[src/rtl/vga_pkg.sv]
// Shared SVGA timing constants, coordinate types and the timing bundle
// consumed by the renderer and screen logic.
package vga_pkg;

    localparam int unsigned COORD_W   = 11;
    localparam int unsigned FRAME_W   = 16;
    localparam int unsigned COORD_MAX = (1 << COORD_W) - 1;

    localparam int unsigned SVGA_H_ACTIVE = 800;
    localparam int unsigned SVGA_H_FP     = 40;
    localparam int unsigned SVGA_H_SYNC   = 128;
    localparam int unsigned SVGA_H_BP     = 88;
    localparam int unsigned SVGA_H_TOTAL  = SVGA_H_ACTIVE + SVGA_H_FP + SVGA_H_SYNC + SVGA_H_BP;

    localparam int unsigned SVGA_V_ACTIVE = 600;
    localparam int unsigned SVGA_V_FP     = 1;
    localparam int unsigned SVGA_V_SYNC   = 4;
    localparam int unsigned SVGA_V_BP     = 23;
    localparam int unsigned SVGA_V_TOTAL  = SVGA_V_ACTIVE + SVGA_V_FP + SVGA_V_SYNC + SVGA_V_BP;

    typedef logic [COORD_W-1:0] coord_t;
    typedef logic [FRAME_W-1:0] frame_t;

    typedef struct packed {
        coord_t hcount;
        coord_t vcount;
        logic   hsync;
        logic   vsync;
        logic   hblnk;
        logic   vblnk;
        logic   line_start;
        logic   frame_start;
    } vga_timing_t;

    // True when lo <= c < lo+len.
    function automatic logic in_window(coord_t c, int unsigned lo, int unsigned len);
        return (32'(c) >= lo) && (32'(c) < lo + len);
    endfunction

endpackage

[src/rtl/vga_timing_gen_if.sv]
// Raster timing bus: the generator drives it (master), renderers and
// screen logic read it (slave).
interface vga_timing_gen_if;

    logic [vga_pkg::COORD_W-1:0] hcount;
    logic [vga_pkg::COORD_W-1:0] vcount;
    logic                        hsync;
    logic                        vsync;
    logic                        hblnk;
    logic                        vblnk;
    logic                        line_start;
    logic                        frame_start;
    logic [vga_pkg::FRAME_W-1:0] frame_cnt;

    modport master (
        output hcount, vcount, hsync, vsync, hblnk, vblnk,
               line_start, frame_start, frame_cnt
    );

    modport slave (
        input  hcount, vcount, hsync, vsync, hblnk, vblnk,
               line_start, frame_start, frame_cnt
    );

endinterface

[src/rtl/vga_pipe_delay.sv]
// Enable-gated shift register of DEPTH stages; every stage resets
// asynchronously to RST_VAL.
module vga_pipe_delay #(
    parameter int unsigned       WIDTH   = 1,
    parameter int unsigned       DEPTH   = 1,
    parameter logic [WIDTH-1:0]  RST_VAL = '0
) (
    input  logic             clk_ss,
    input  logic             reset_n,
    input  logic             en,
    input  logic [WIDTH-1:0] din,
    output logic [WIDTH-1:0] dout
);

    if (DEPTH < 1) begin : g_bad_depth
        $error("vga_pipe_delay: DEPTH must be at least 1");
    end

    localparam int unsigned SR_W = DEPTH * WIDTH;
    typedef logic [SR_W-1:0] sr_t;

    sr_t sr_q;

    // New samples enter at the low end; the oldest stage sits at the top.
    always_ff @(posedge clk_ss or negedge reset_n) begin
        if (!reset_n) begin
            sr_q <= {DEPTH{RST_VAL}};
        end else if (en) begin
            sr_q <= sr_t'({sr_q, din});
        end
    end

    assign dout = sr_q[SR_W-1 -: WIDTH];

endmodule

[src/rtl/vga_timing_gen.sv]
// SVGA raster timing generator: pixel/line counters, sync and blank decodes,
// line/frame markers and frame counter, with an optional output delay line.
module vga_timing_gen
    import vga_pkg::*;
#(
    parameter int unsigned H_ACTIVE   = SVGA_H_ACTIVE,
    parameter int unsigned H_FP       = SVGA_H_FP,
    parameter int unsigned H_SYNC     = SVGA_H_SYNC,
    parameter int unsigned H_BP       = SVGA_H_BP,
    parameter int unsigned V_ACTIVE   = SVGA_V_ACTIVE,
    parameter int unsigned V_FP       = SVGA_V_FP,
    parameter int unsigned V_SYNC     = SVGA_V_SYNC,
    parameter int unsigned V_BP       = SVGA_V_BP,
    parameter int unsigned SYNC_POL   = 1,
    parameter int unsigned PIPE_DELAY = 0
) (
    input  logic              pclk,
    input  logic              reset_n,
    input  logic              en,
    vga_timing_gen_if.master  tim
);

    localparam int unsigned H_TOTAL      = H_ACTIVE + H_FP + H_SYNC + H_BP;
    localparam int unsigned V_TOTAL      = V_ACTIVE + V_FP + V_SYNC + V_BP;
    localparam int unsigned H_SYNC_START = H_ACTIVE + H_FP;
    localparam int unsigned V_SYNC_START = V_ACTIVE + V_FP;
    localparam coord_t      H_LAST       = coord_t'(H_TOTAL - 1);
    localparam coord_t      V_LAST       = coord_t'(V_TOTAL - 1);
    localparam logic        SYNC_ON      = (SYNC_POL != 0);
    localparam int unsigned TIM_W        = $bits(vga_timing_t);
    localparam int unsigned PIPE_W       = FRAME_W + TIM_W;

    localparam vga_timing_t TIM_RST = '{
        hcount:      '0,
        vcount:      '0,
        hsync:       ~SYNC_ON,
        vsync:       ~SYNC_ON,
        hblnk:       1'b0,
        vblnk:       1'b0,
        line_start:  1'b0,
        frame_start: 1'b0
    };

    if (H_TOTAL > COORD_MAX || V_TOTAL > COORD_MAX) begin : g_bad_total
        $error("vga_timing_gen: H_TOTAL/V_TOTAL exceed the 11-bit counter range");
    end
    if (PIPE_DELAY > 7) begin : g_bad_delay
        $error("vga_timing_gen: PIPE_DELAY must be 0..7");
    end

    vga_timing_t cur_q;
    vga_timing_t nxt;
    frame_t      f_q;
    frame_t      f_nxt;
    coord_t      h_nxt;
    coord_t      v_nxt;
    logic        h_wrap;
    logic        v_wrap;
    logic        stalled_q;

    always_comb begin
        h_wrap = (cur_q.hcount == H_LAST);
        v_wrap = (cur_q.vcount == V_LAST);
        h_nxt  = h_wrap ? '0 : cur_q.hcount + coord_t'(1);
        v_nxt  = cur_q.vcount;
        f_nxt  = f_q;
        if (h_wrap) begin
            v_nxt = v_wrap ? '0 : cur_q.vcount + coord_t'(1);
            if (v_wrap) begin
                f_nxt = f_q + frame_t'(1);
            end
        end
        nxt = '{
            hcount:      h_nxt,
            vcount:      v_nxt,
            hsync:       in_window(h_nxt, H_SYNC_START, H_SYNC) ^ ~SYNC_ON,
            vsync:       in_window(v_nxt, V_SYNC_START, V_SYNC) ^ ~SYNC_ON,
            hblnk:       (32'(h_nxt) >= H_ACTIVE),
            vblnk:       (32'(v_nxt) >= V_ACTIVE),
            line_start:  h_wrap,
            frame_start: h_wrap && v_wrap
        };
    end

    always_ff @(posedge pclk or negedge reset_n) begin
        if (!reset_n) begin
            cur_q     <= TIM_RST;
            f_q       <= '0;
            stalled_q <= 1'b0;
        end else begin
            stalled_q <= ~en;
            if (en) begin
                cur_q <= nxt;
                f_q   <= f_nxt;
            end
        end
    end

    logic [PIPE_W-1:0] pipe_in;
    logic [PIPE_W-1:0] pipe_out;
    vga_timing_t       out_tim;

    assign pipe_in = {f_q, cur_q};

    if (PIPE_DELAY == 0) begin : g_nodelay
        assign pipe_out = pipe_in;
    end else begin : g_delay
        localparam logic [PIPE_W-1:0] PIPE_RST = {frame_t'(0), TIM_RST};

        vga_pipe_delay #(
            .WIDTH   (PIPE_W),
            .DEPTH   (PIPE_DELAY),
            .RST_VAL (PIPE_RST)
        ) u_pipe (
            .clk_ss  (pclk),
            .reset_n (reset_n),
            .en      (en),
            .din     (pipe_in),
            .dout    (pipe_out)
        );
    end

    assign out_tim = pipe_out[TIM_W-1:0];

    // Pulses stay held in the core/pipe across a stall so the delay line never
    // loses one; they are masked at the output on every stalled cycle instead.
    assign tim.hcount      = out_tim.hcount;
    assign tim.vcount      = out_tim.vcount;
    assign tim.hsync       = out_tim.hsync;
    assign tim.vsync       = out_tim.vsync;
    assign tim.hblnk       = out_tim.hblnk;
    assign tim.vblnk       = out_tim.vblnk;
    assign tim.line_start  = out_tim.line_start  & ~stalled_q;
    assign tim.frame_start = out_tim.frame_start & ~stalled_q;
    assign tim.frame_cnt   = pipe_out[PIPE_W-1:TIM_W];

endmodule

[src/flat_wrapper.sv]
// flat-port wrapper written by rule: the top's interface ports become plain ports
module vga_timing_gen_flat import vga_pkg::*;
#(
    parameter int unsigned H_ACTIVE   = SVGA_H_ACTIVE,
    parameter int unsigned H_FP       = SVGA_H_FP,
    parameter int unsigned H_SYNC     = SVGA_H_SYNC,
    parameter int unsigned H_BP       = SVGA_H_BP,
    parameter int unsigned V_ACTIVE   = SVGA_V_ACTIVE,
    parameter int unsigned V_FP       = SVGA_V_FP,
    parameter int unsigned V_SYNC     = SVGA_V_SYNC,
    parameter int unsigned V_BP       = SVGA_V_BP,
    parameter int unsigned SYNC_POL   = 1,
    parameter int unsigned PIPE_DELAY = 0
)
  (pclk, reset_n, en, tim_hcount, tim_vcount, tim_hsync, tim_vsync, tim_hblnk, tim_vblnk, tim_line_start, tim_frame_start, tim_frame_cnt);
  vga_timing_gen_if tim_i ();
  input  logic pclk;
  input  logic reset_n;
  input  logic en;
  output wire logic [$bits(tim_i.hcount)-1:0] tim_hcount;
  output wire logic [$bits(tim_i.vcount)-1:0] tim_vcount;
  output wire logic [$bits(tim_i.hsync)-1:0] tim_hsync;
  output wire logic [$bits(tim_i.vsync)-1:0] tim_vsync;
  output wire logic [$bits(tim_i.hblnk)-1:0] tim_hblnk;
  output wire logic [$bits(tim_i.vblnk)-1:0] tim_vblnk;
  output wire logic [$bits(tim_i.line_start)-1:0] tim_line_start;
  output wire logic [$bits(tim_i.frame_start)-1:0] tim_frame_start;
  output wire logic [$bits(tim_i.frame_cnt)-1:0] tim_frame_cnt;
  assign tim_hcount = tim_i.hcount;
  assign tim_vcount = tim_i.vcount;
  assign tim_hsync = tim_i.hsync;
  assign tim_vsync = tim_i.vsync;
  assign tim_hblnk = tim_i.hblnk;
  assign tim_vblnk = tim_i.vblnk;
  assign tim_line_start = tim_i.line_start;
  assign tim_frame_start = tim_i.frame_start;
  assign tim_frame_cnt = tim_i.frame_cnt;
  vga_timing_gen #(.H_ACTIVE(H_ACTIVE), .H_FP(H_FP), .H_SYNC(H_SYNC), .H_BP(H_BP), .V_ACTIVE(V_ACTIVE), .V_FP(V_FP), .V_SYNC(V_SYNC), .V_BP(V_BP), .SYNC_POL(SYNC_POL), .PIPE_DELAY(PIPE_DELAY)) u_core (.pclk(pclk), .reset_n(reset_n), .en(en), .tim(tim_i));
endmodule
[config.mk]
export PLATFORM = sky130hd
export DESIGN_NAME = vga_timing_gen_flat
export DESIGN_NICKNAME = d
export VERILOG_FILES = /design/src/rtl/vga_pkg.sv /design/src/rtl/vga_timing_gen_if.sv /design/src/rtl/vga_pipe_delay.sv /design/src/rtl/vga_timing_gen.sv /design/src/flat_wrapper.sv
export SDC_FILE = /design/constraint.sdc
export NUM_CORES = 1
export LEC_CHECK = 0
export CAP_MARGIN = 10
export CORE_ASPECT_RATIO = 1.4
export CORE_MARGIN = 2
export CORE_UTILIZATION = 55
export CTS_CLUSTER_SIZE = 25
export DETAILED_ROUTE_END_ITERATION = 10
export PLACE_DENSITY_LB_ADDON = 0.08
export SLEW_MARGIN = 0
export SYNTH_ARGS = -nofsm -noshare
export SYNTH_HDL_FRONTEND = slang
export SYNTH_SLANG_ARGS = --single-unit
[constraint.sdc]
create_clock -name pclk -period 3.94 [get_ports pclk]
set_clock_uncertainty 0.1 [all_clocks]
set_input_delay 0.985 -clock pclk [delete_from_list [all_inputs] [get_ports pclk]]
set_output_delay 0.985 -clock pclk [all_outputs]
set_load 0.005 [all_outputs]
# ---- Word level (Yosys, flattened, before mapping)
# Cells that the tools add are included.
dict set report classes {
  addsub 3
  order_cmp 6
  eq_ne 2
  muxes 3
  n_bitwise 4
  reduce_logical 4
}
# cell n
set ops {}
lappend ops {{>= comparator 11 x 10 -> 1 bit (second input constant)} 4}
lappend ops {{two-way mux 11 bit} 3}
lappend ops {{adder 11 x 1 -> 11 bit (second input constant)} 2}
lappend ops {{< comparator 11 x 10 -> 1 bit (second input constant)} 2}
lappend ops {{adder 16 x 1 -> 16 bit (second input constant)} 1}
lappend ops {{== test 11 x 10 -> 1 bit (second input constant)} 1}
lappend ops {{== test 11 bit (second input constant)} 1}
lappend ops {{logical AND 1 bit} 3}
lappend ops {{AND reduction 3 bit} 1}
lappend ops {{bitwise AND 1 bit} 2}
lappend ops {{inverter 1 bit} 2}
dict set report word_totals {
  ff_bits 45
  inputBits 3
  output_inout_bits 44
  word_cells 32
}

# ---- Longest topological paths before layout
# Gate-level depths: netlist of the first run.
dict set report logic_depth {
  ltp_word 5
  depth_mapped 9
  ltp_nobuf 7
}

# ---- Least setup slack after synthesis of the first run
# No wires, ideal clock.
dict set report synth_timing {
  path_type {input to register}
  start {in en}
  end {reg u_core.f_q[15] (netlist: u_core.tim.frame_cnt[15])}
  setup_time_ns 0.079
  arrival_ns 2.453
  t_required_ns 3.761
  setup_slack_ns 1.308
  stages 6
  path_buffers 1
  path_cell_list {clkbuf_1 nand3_1 nor4_1 or3b_1 nor3_1 xor2_1}
}
dict set report synth_via {
  elab_chain_len 1
}
# item line_no
set synth_lines {}
lappend synth_lines {{from (decl)} flat_wrapper.sv:19} ;# input logic en;
lappend synth_lines {{AND reduction 3 bit (no source line)} n/a}
lappend synth_lines {{to (signal assigned)} vga_timing_gen.sv:94} ;# f_q <= f_nxt;
lappend synth_lines {{to (decl)} vga_timing_gen.sv:53} ;# frame_t f_q;
# No other way between the ends.
# A chain may end at the register's enable or synchronous reset.

# ---- Worst setup path in the final report of the first run
dict set report layout_timing {
  start {reg u_core.cur_q (netlist bit u_core.tim.hcount[0])}
  end {reg u_core.f_q[15] (netlist: u_core.tim.frame_cnt[15])}
}
dict set report layout_via {
  elab_chain_len 2
}
# item line_no
set layout_lines {}
lappend layout_lines {{from (decl)} vga_timing_gen.sv:51} ;# vga_timing_t cur_q;
lappend layout_lines {{from (signal assigned)} vga_timing_gen.sv:93} ;# cur_q <= nxt;
lappend layout_lines {{== test 11 bit} vga_timing_gen.sv:62} ;# h_wrap = (cur_q.hcount == H_LAST);
lappend layout_lines {{AND reduction 3 bit (no source line)} n/a}
# No other way between the ends.

==> out/qor.yml, run 1 <==
outcome:
  status: "complete, no violations"
global_route:
  grt-ovfl-total: 0
  grtUsageTotal_pct: 22.6
  grt_max_degree: 46
  grt_pass1_vias: 2098
  grt_pass1_wl_um: 9990
  antenna_found_initial: 0
timing:
  fmax_mhz: 329
  rsz0062_at_grt: "no"
  setup_tns_ns: 0
  hold_viol_final: 0
  setup_viol: 0
  slew_headroom_pct: 34.3
  finalCriticalPeriod_ns: 3.04
  finalCritPeriodShare_pct: 77.2
  slew_viol_final: 0
  hold_slack_ns: 0.378
  worst_slew_pin_slew_ns: 0.985
floorplan:
  dieArea_um2: 5640
  rows: 30
  io_pins: 47
  initial_core_util_pct: 57.3
  core_um2: 4840
  die_y_um: 88.0
  die_w_um: 64.0
route:
  ant_nets: 0
  drt-pass1-iter-count: 4
  wire_per_inst_um: 15.8
  via_per_inst: 5.83
  vias: 2231
  wl_um: 6040
  drc: 0
  drtIter0Drc: 201
setup_path:
  required_ns: 4.07
  timing.rr.end: "u_core.tim.frame_cnt[15]$_DFFE_PN0P_"
  r2r_start: "u_core.tim.hcount[0]$_DFFE_PN0P_"
  rrSetupSlack_ns: 0.90
  rr_worst_depth: 7
  crit_fanout: 15
  critical_path_class: "register to register"
  arrival_ns: 3.17
  startpoint_type: "register"
  crit_path_end_kind: "register"
  crit_end: "u_core.tim.frame_cnt[15]$_DFFE_PN0P_"
  startpoint: "u_core.tim.hcount[0]$_DFFE_PN0P_"
logic_synthesis:
  ys.flop_type: "dfrtp_1"
  syn_nets: 305
  synth_cell_types: 54
  async_flop_share_pct: 100
  netlist_instances: 299
  synth_seq_cells: 45
  yosys_warnings: 0
  synth_edf_count: 0
  synth_area_um2: 2770
  seq_area_frac_synth_pct: 40.6
  synth.avg_cell_area_um2: 9.28
clock_tree:
  cts_tree: "built"
  cts.repair.resized: 0
  postCtsSetupRepairBufs: 0
  cts_root_buf: "clkbuf_8"
  path_clk_slew_ns: 0.08
  clock_path_buffers: 2
  cts_max_level: 2
  cts.sinks: 45
  hold_buffers: 0
  clkLatencyLatePin_ns: 0.30
  cts_buffers: 5
layout:
  fin_area_um2: 3200
  antennaDiodeCount: 0
  fin_nets: 325
  area_growth_pct: 15.5
  mostFrequentLayoutCells: "45 x clkdlybuf4s50_1, 45 x dfrtp_1, 27 x nand2_1"
  fill_cells: 412
  drive_gt1_share_pct: 7.52
placement:
  port_buffers: 46
  place_congestion: 0.865
  post_dp_cell_area_um2: 3100
  hpwl_um: 4280
job:
  max_cap_violations: 0
worst_hold_path:
  min_path_type: "register to register"
power:
  powerDensity_nw_per_um2: 338
  leakagePower_uw: 0.00131
  power_uw: 1080
  vdd_drop_max_mv: 0.315
routing by layer:
layer	wire [um]	up-vias	track usage (%)
met5	0	-	0
met4	59	0	6.52
met3	276	5	4.24
met2	3080	60	39.5
met1	2630	1088	28.4
li1	-	1078	-
worst max-delay path, cell delays in order (launching register included):
cell and delay (ns):
dfrtp_1 0.50, ha_1 0.32, and4_1 0.43, nand3_4 0.22
nor4_1 0.55, or3b_1 0.46, nor3_1 0.23, xor2_1 0.16
synth_stat cells, types with 2 or more instances:
master | instances | area share (%)
nor2b_1 | 2 | 0.45
and2_1 | 2 | 0.45
mux2_2 | 3 | 1.2
o221a_2 | 2 | 0.81
buf_6 | 2 | 0.81
o32ai_1 | 2 | 0.63
or4_1 | 2 | 0.54
or2b_1 | 3 | 0.81
clkbuf_1 | 9 | 1.2
o41ai_1 | 2 | 0.63
dfrtp_1 | 45 | 41
inv_1 | 7 | 0.95
o21a_1 | 2 | 0.54
nor4_1 | 4 | 0.90
nand4_1 | 8 | 1.8
and3_1 | 7 | 1.6
buf_4 | 22 | 6.0
a22oi_1 | 2 | 0.54
mux2i_1 | 2 | 0.72
xnor2_1 | 13 | 4.1
and4_1 | 2 | 0.63
nor3_1 | 13 | 2.3
nand3_1 | 17 | 3.1
nand2b_1 | 2 | 0.45
xor2_1 | 15 | 4.7
buf_2 | 3 | 0.54
a21oi_1 | 7 | 1.3
o31ai_1 | 3 | 0.81
o21ai_0 | 24 | 4.3
nor2_1 | 17 | 2.3
ha_1 | 3 | 1.4
nand2_1 | 27 | 3.7
a21o_1 | 4 | 1.1
worst min-delay path by stage:
stage	end	startpoint	slack, ns	cells after the start
6_report	u_core.tim.frame_cnt[15]$_DFFE_PN0P_	u_core.tim.frame_cnt[15]$_DFFE_PN0P_	0.38	1
5_1_grt	u_core.cur_q[0]$_DFFE_PN0P_	u_core.cur_q[0]$_DFFE_PN0P_	0.42	1
4_1_cts	u_core.tim.frame_cnt[15]$_DFFE_PN0P_	u_core.tim.frame_cnt[15]$_DFFE_PN0P_	0.38	1
3_5_place_dp	u_core.tim.frame_cnt[15]$_DFFE_PN0P_	u_core.tim.frame_cnt[15]$_DFFE_PN0P_	0.37	1
3_3_place_gp	u_core.tim.frame_cnt[15]$_DFFE_PN0P_	u_core.tim.frame_cnt[15]$_DFFE_PN0P_	0.36	1
2_1_floorplan	u_core.cur_q[0]$_DFFE_PN0P_	u_core.cur_q[0]$_DFFE_PN0P_	0.35	1
flip-flops by register name, summed over array words and instances, names as in the netlist:
register	count
u_core.stalled_q	1
u_core.tim.vsync	1
u_core.tim.vblnk	1
u_core.tim.hblnk	1
u_core.tim.hsync	1
u_core.cur_q	2
u_core.tim.hcount	11
u_core.tim.vcount	11
u_core.tim.frame_cnt	16
final cells by class:
class | instances | area [um2] | area share, %
clock buffer | 5 | 68.8 | 2.15
clock inverter | 2 | 38.8 | 1.21
timing repair buffer | 49 | 478 | 14.9
sequential | 45 | 1130 | 35.2
multi-input combinational | 211 | 1390 | 43.2
inverter | 7 | 26.3 | 0.820
tap | 64 | 80.1 | 2.50
cells by family after synthesis:
logic type               share of synthesized area, %
multiplexers                                     1.94
adder cells (fa/ha/maj)                          1.35
buffers and inverters                            9.47
AND/OR/NAND/NOR                                  24.9
AO/OA/AOI/OAI                                    12.9
XOR/XNOR                                         8.84
flip-flops                                       40.6
stage by stage:
| stage | util [%] | setup slack (ns) | cells |
|---|---|---|---|
| 2_1_floorplan | - | 1.31 | 299 |
| 3_3_place_gp | 63.9 | 0.852 | 376 |
| 3_5_place_dp | 63.9 | 0.754 | 376 |
| 4_1_cts | 66.1 | 0.942 | 383 |
| 5_1_grt | 66.1 | 0.705 | 383 |
| 6_report | 66.1 | 0.897 | 383 |
where the power goes:
group / switching [uW] / leakage [uW] / internal (uW)
combinational: 71.4 / 0.000651 / 107
clock: 161 / 0.0000546 / 188
sequential: 64.7 / 0.000604 / 491
total: 297 / 0.00131 / 786
No activity file was read; power rests on OpenSTA's default activity.
==> inputs of run 2 (changes only) <==
Settings changed: CORE_UTILIZATION 55 to 53.
Clock period 3.94 ns to 3.1 ns, I/O delays scaled along.
==> out/qor.yml, run 2 (same netlist as run 1, synthesis figures left out) <==
outcome:
  status: "complete, no violations"  # unchanged
timing:
  hold_viol_final: 0  # unchanged
  setup_viol: 0  # unchanged
  fmax_mhz: 352  # was 329 MHz
  worst_slew_pin_slew_ns: 0.524  # was 0.985 ns
  finalCritPeriodShare_pct: 91.6  # was 77.2%
  slew_viol_final: 0  # unchanged
  hold_slack_ns: 0.313  # was 0.378 ns
  rsz0062_at_grt: "no"  # unchanged
  finalCriticalPeriod_ns: 2.84  # was 3.04 ns
  slew_headroom_pct: 65.1  # was 34.3%
  setup_tns_ns: 0  # unchanged
placement:
  place_congestion: 0.918  # was 0.865
  port_buffers: 46  # unchanged
  hpwl_um: 4560  # was 4280 um
setup_path:
  critical_path_class: "register to register"  # unchanged
  rrSetupSlack_ns: 0.26  # was 0.90 ns
  crit_fanout: 10  # was 15
  startpoint: "u_core.tim.hcount[0]$_DFFE_PN0P_"  # unchanged
  crit_path_end_kind: "register"  # unchanged
  r2r_start: "u_core.tim.hcount[0]$_DFFE_PN0P_"  # unchanged
  required_ns: 3.21  # was 4.07 ns
  timing.rr.end: "u_core.tim.vsync$_DFFE_PN0P_"  # was u_core.tim.frame_cnt[15]$_DFFE_PN0P_
  rr_worst_depth: 7  # unchanged
  startpoint_type: "register"  # unchanged
  arrival_ns: 2.95  # was 3.17 ns
clock_tree:
  postCtsSetupRepairBufs: 0  # unchanged
  hold_buffers: 0  # unchanged
  cts.sinks: 45  # unchanged
  path_clk_slew_ns: 0.10  # was 0.08 ns
  cts_tree: "built"  # unchanged
  cts.repair.resized: 0  # unchanged
  clock_path_buffers: 2  # unchanged
  cts_max_level: 2  # unchanged
  cts_root_buf: "clkbuf_8"  # unchanged
  clkLatencyLatePin_ns: 0.30  # about the same
  cts_buffers: 5  # unchanged
layout:
  drive_gt1_share_pct: 9.79  # was 7.52%
  mostFrequentLayoutCells: "45 x clkdlybuf4s50_1, 45 x dfrtp_1, 27 x nand2_1"  # unchanged
  area_growth_pct: 17.8  # was 15.5%
  fill_cells: 449  # was 412
  largest_register_ffs: 16  # unchanged
  antennaDiodeCount: 0  # unchanged
  fin_nets: 332  # was 325
floorplan:
  initial_core_util_pct: 54.2  # was 57.3%
  rows: 31  # was 30
  dieArea_um2: 5840  # was 5640 um2
  die_y_um: 89.6  # was 88.0 um
  io_pins: 47  # unchanged
  die_w_um: 65.1  # was 64.0 um
  core_um2: 5120  # was 4840 um2
job:
  max_cap_violations: 0  # unchanged
power:
  power_uw: 1420  # was 1080 uW
  vdd_drop_max_mv: 0.342  # was 0.315 mV
  leakagePower_uw: 0.00135  # was 0.00131 uW
  powerDensity_nw_per_um2: 434  # was 338 nW/um2
route:
  ant_nets: 0  # unchanged
  vias: 2217  # was 2,231
  wl_um: 6180  # was 6040 um
  wire_per_inst_um: 15.7  # was 15.8 um
  drc: 0  # unchanged
  via_per_inst: 5.64  # was 5.83
  drt-pass1-iter-count: 4  # unchanged
  drtIter0Drc: 115  # was 201
worst_hold_path:
  min_path_type: "primary input to async pin"  # was register to register
global_route:
  antenna_found_initial: 0  # unchanged
  grt_pass1_wl_um: 10500  # was 9990 um
  grt_pass1_vias: 2156  # was 2,098
  grtUsageTotal_pct: 23.3  # was 22.6%
  grt_max_degree: 26  # was 46
  grt-ovfl-total: 0  # unchanged
-- run 2: cell type report --
| cell class | count | area (um2) | area share [%] |
|---|---|---|---|
| Clock inverter | 3 | 47.5 | 1.46 |
| Inverter | 7 | 26.3 | 0.804 |
| Sequential cell | 45 | 1130 | 34.5 |
| Clock buffer | 5 | 68.8 | 2.11 |
| Tap cell | 66 | 82.6 | 2.53 |
| Timing Repair Buffer | 56 | 531 | 16.2 |
| Multi-Input combinational cell | 211 | 1390 | 42.4 |
-- run 2: how the worst max path moves through the flow --
stage	cells past startpoint	end	slack, ns
after floorplan	9	u_core.tim.frame_cnt[14]$_DFFE_PN0P_	0.61
after global placement	7	u_core.tim.vsync$_DFFE_PN0P_	0.31
after detailed placement	7	u_core.tim.vsync$_DFFE_PN0P_	0.24
after CTS	7	u_core.tim.vsync$_DFFE_PN0P_	0.23
after global routing	7	u_core.tim.vsync$_DFFE_PN0P_	0.07
final	7	u_core.tim.vsync$_DFFE_PN0P_	0.26
-- run 2: per-stage QoR --
stage | utilization [%] | std cells | setup slack [ns] | area, um2
6_report | 63.8 | 393 | 0.261 | 3270
5_1_grt | 63.8 | 393 | 0.0696 | 3270
4_1_cts | 63.8 | 393 | 0.231 | 3270
3_5_place_dp | 61.5 | 385 | 0.240 | 3150
3_3_place_gp | 61.5 | 385 | 0.313 | 3150
2_1_floorplan | - | 299 | 0.612 | 2770
-- run 2: worst max-delay path, cell delays in order (launching register included) --
cell and delay [ns]:
dfrtp_1 0.49, ha_1 0.32, and4_1 0.43, nand3_4 0.19
or3_1 0.38, a2111oi_1 0.52, nand2b_1 0.11, o32ai_1 0.22
-- run 2: report_power, final --
part / internal, uW / switching, uW
registers: 624 / 67.5
logic: 145 / 112
clock network: 246 / 221
total: 1020 / 401
-- run 2: layer usage --
layer / global-route usage [%] / wire length [um] / part of all wire (%)
met1: 28.3 / 2640 / 43
met2: 43.0 / 3290 / 53
met3: 3.37 / 177 / 2.9
met4: 7.01 / 73 / 1.2
met5: 0 / 0 / 0
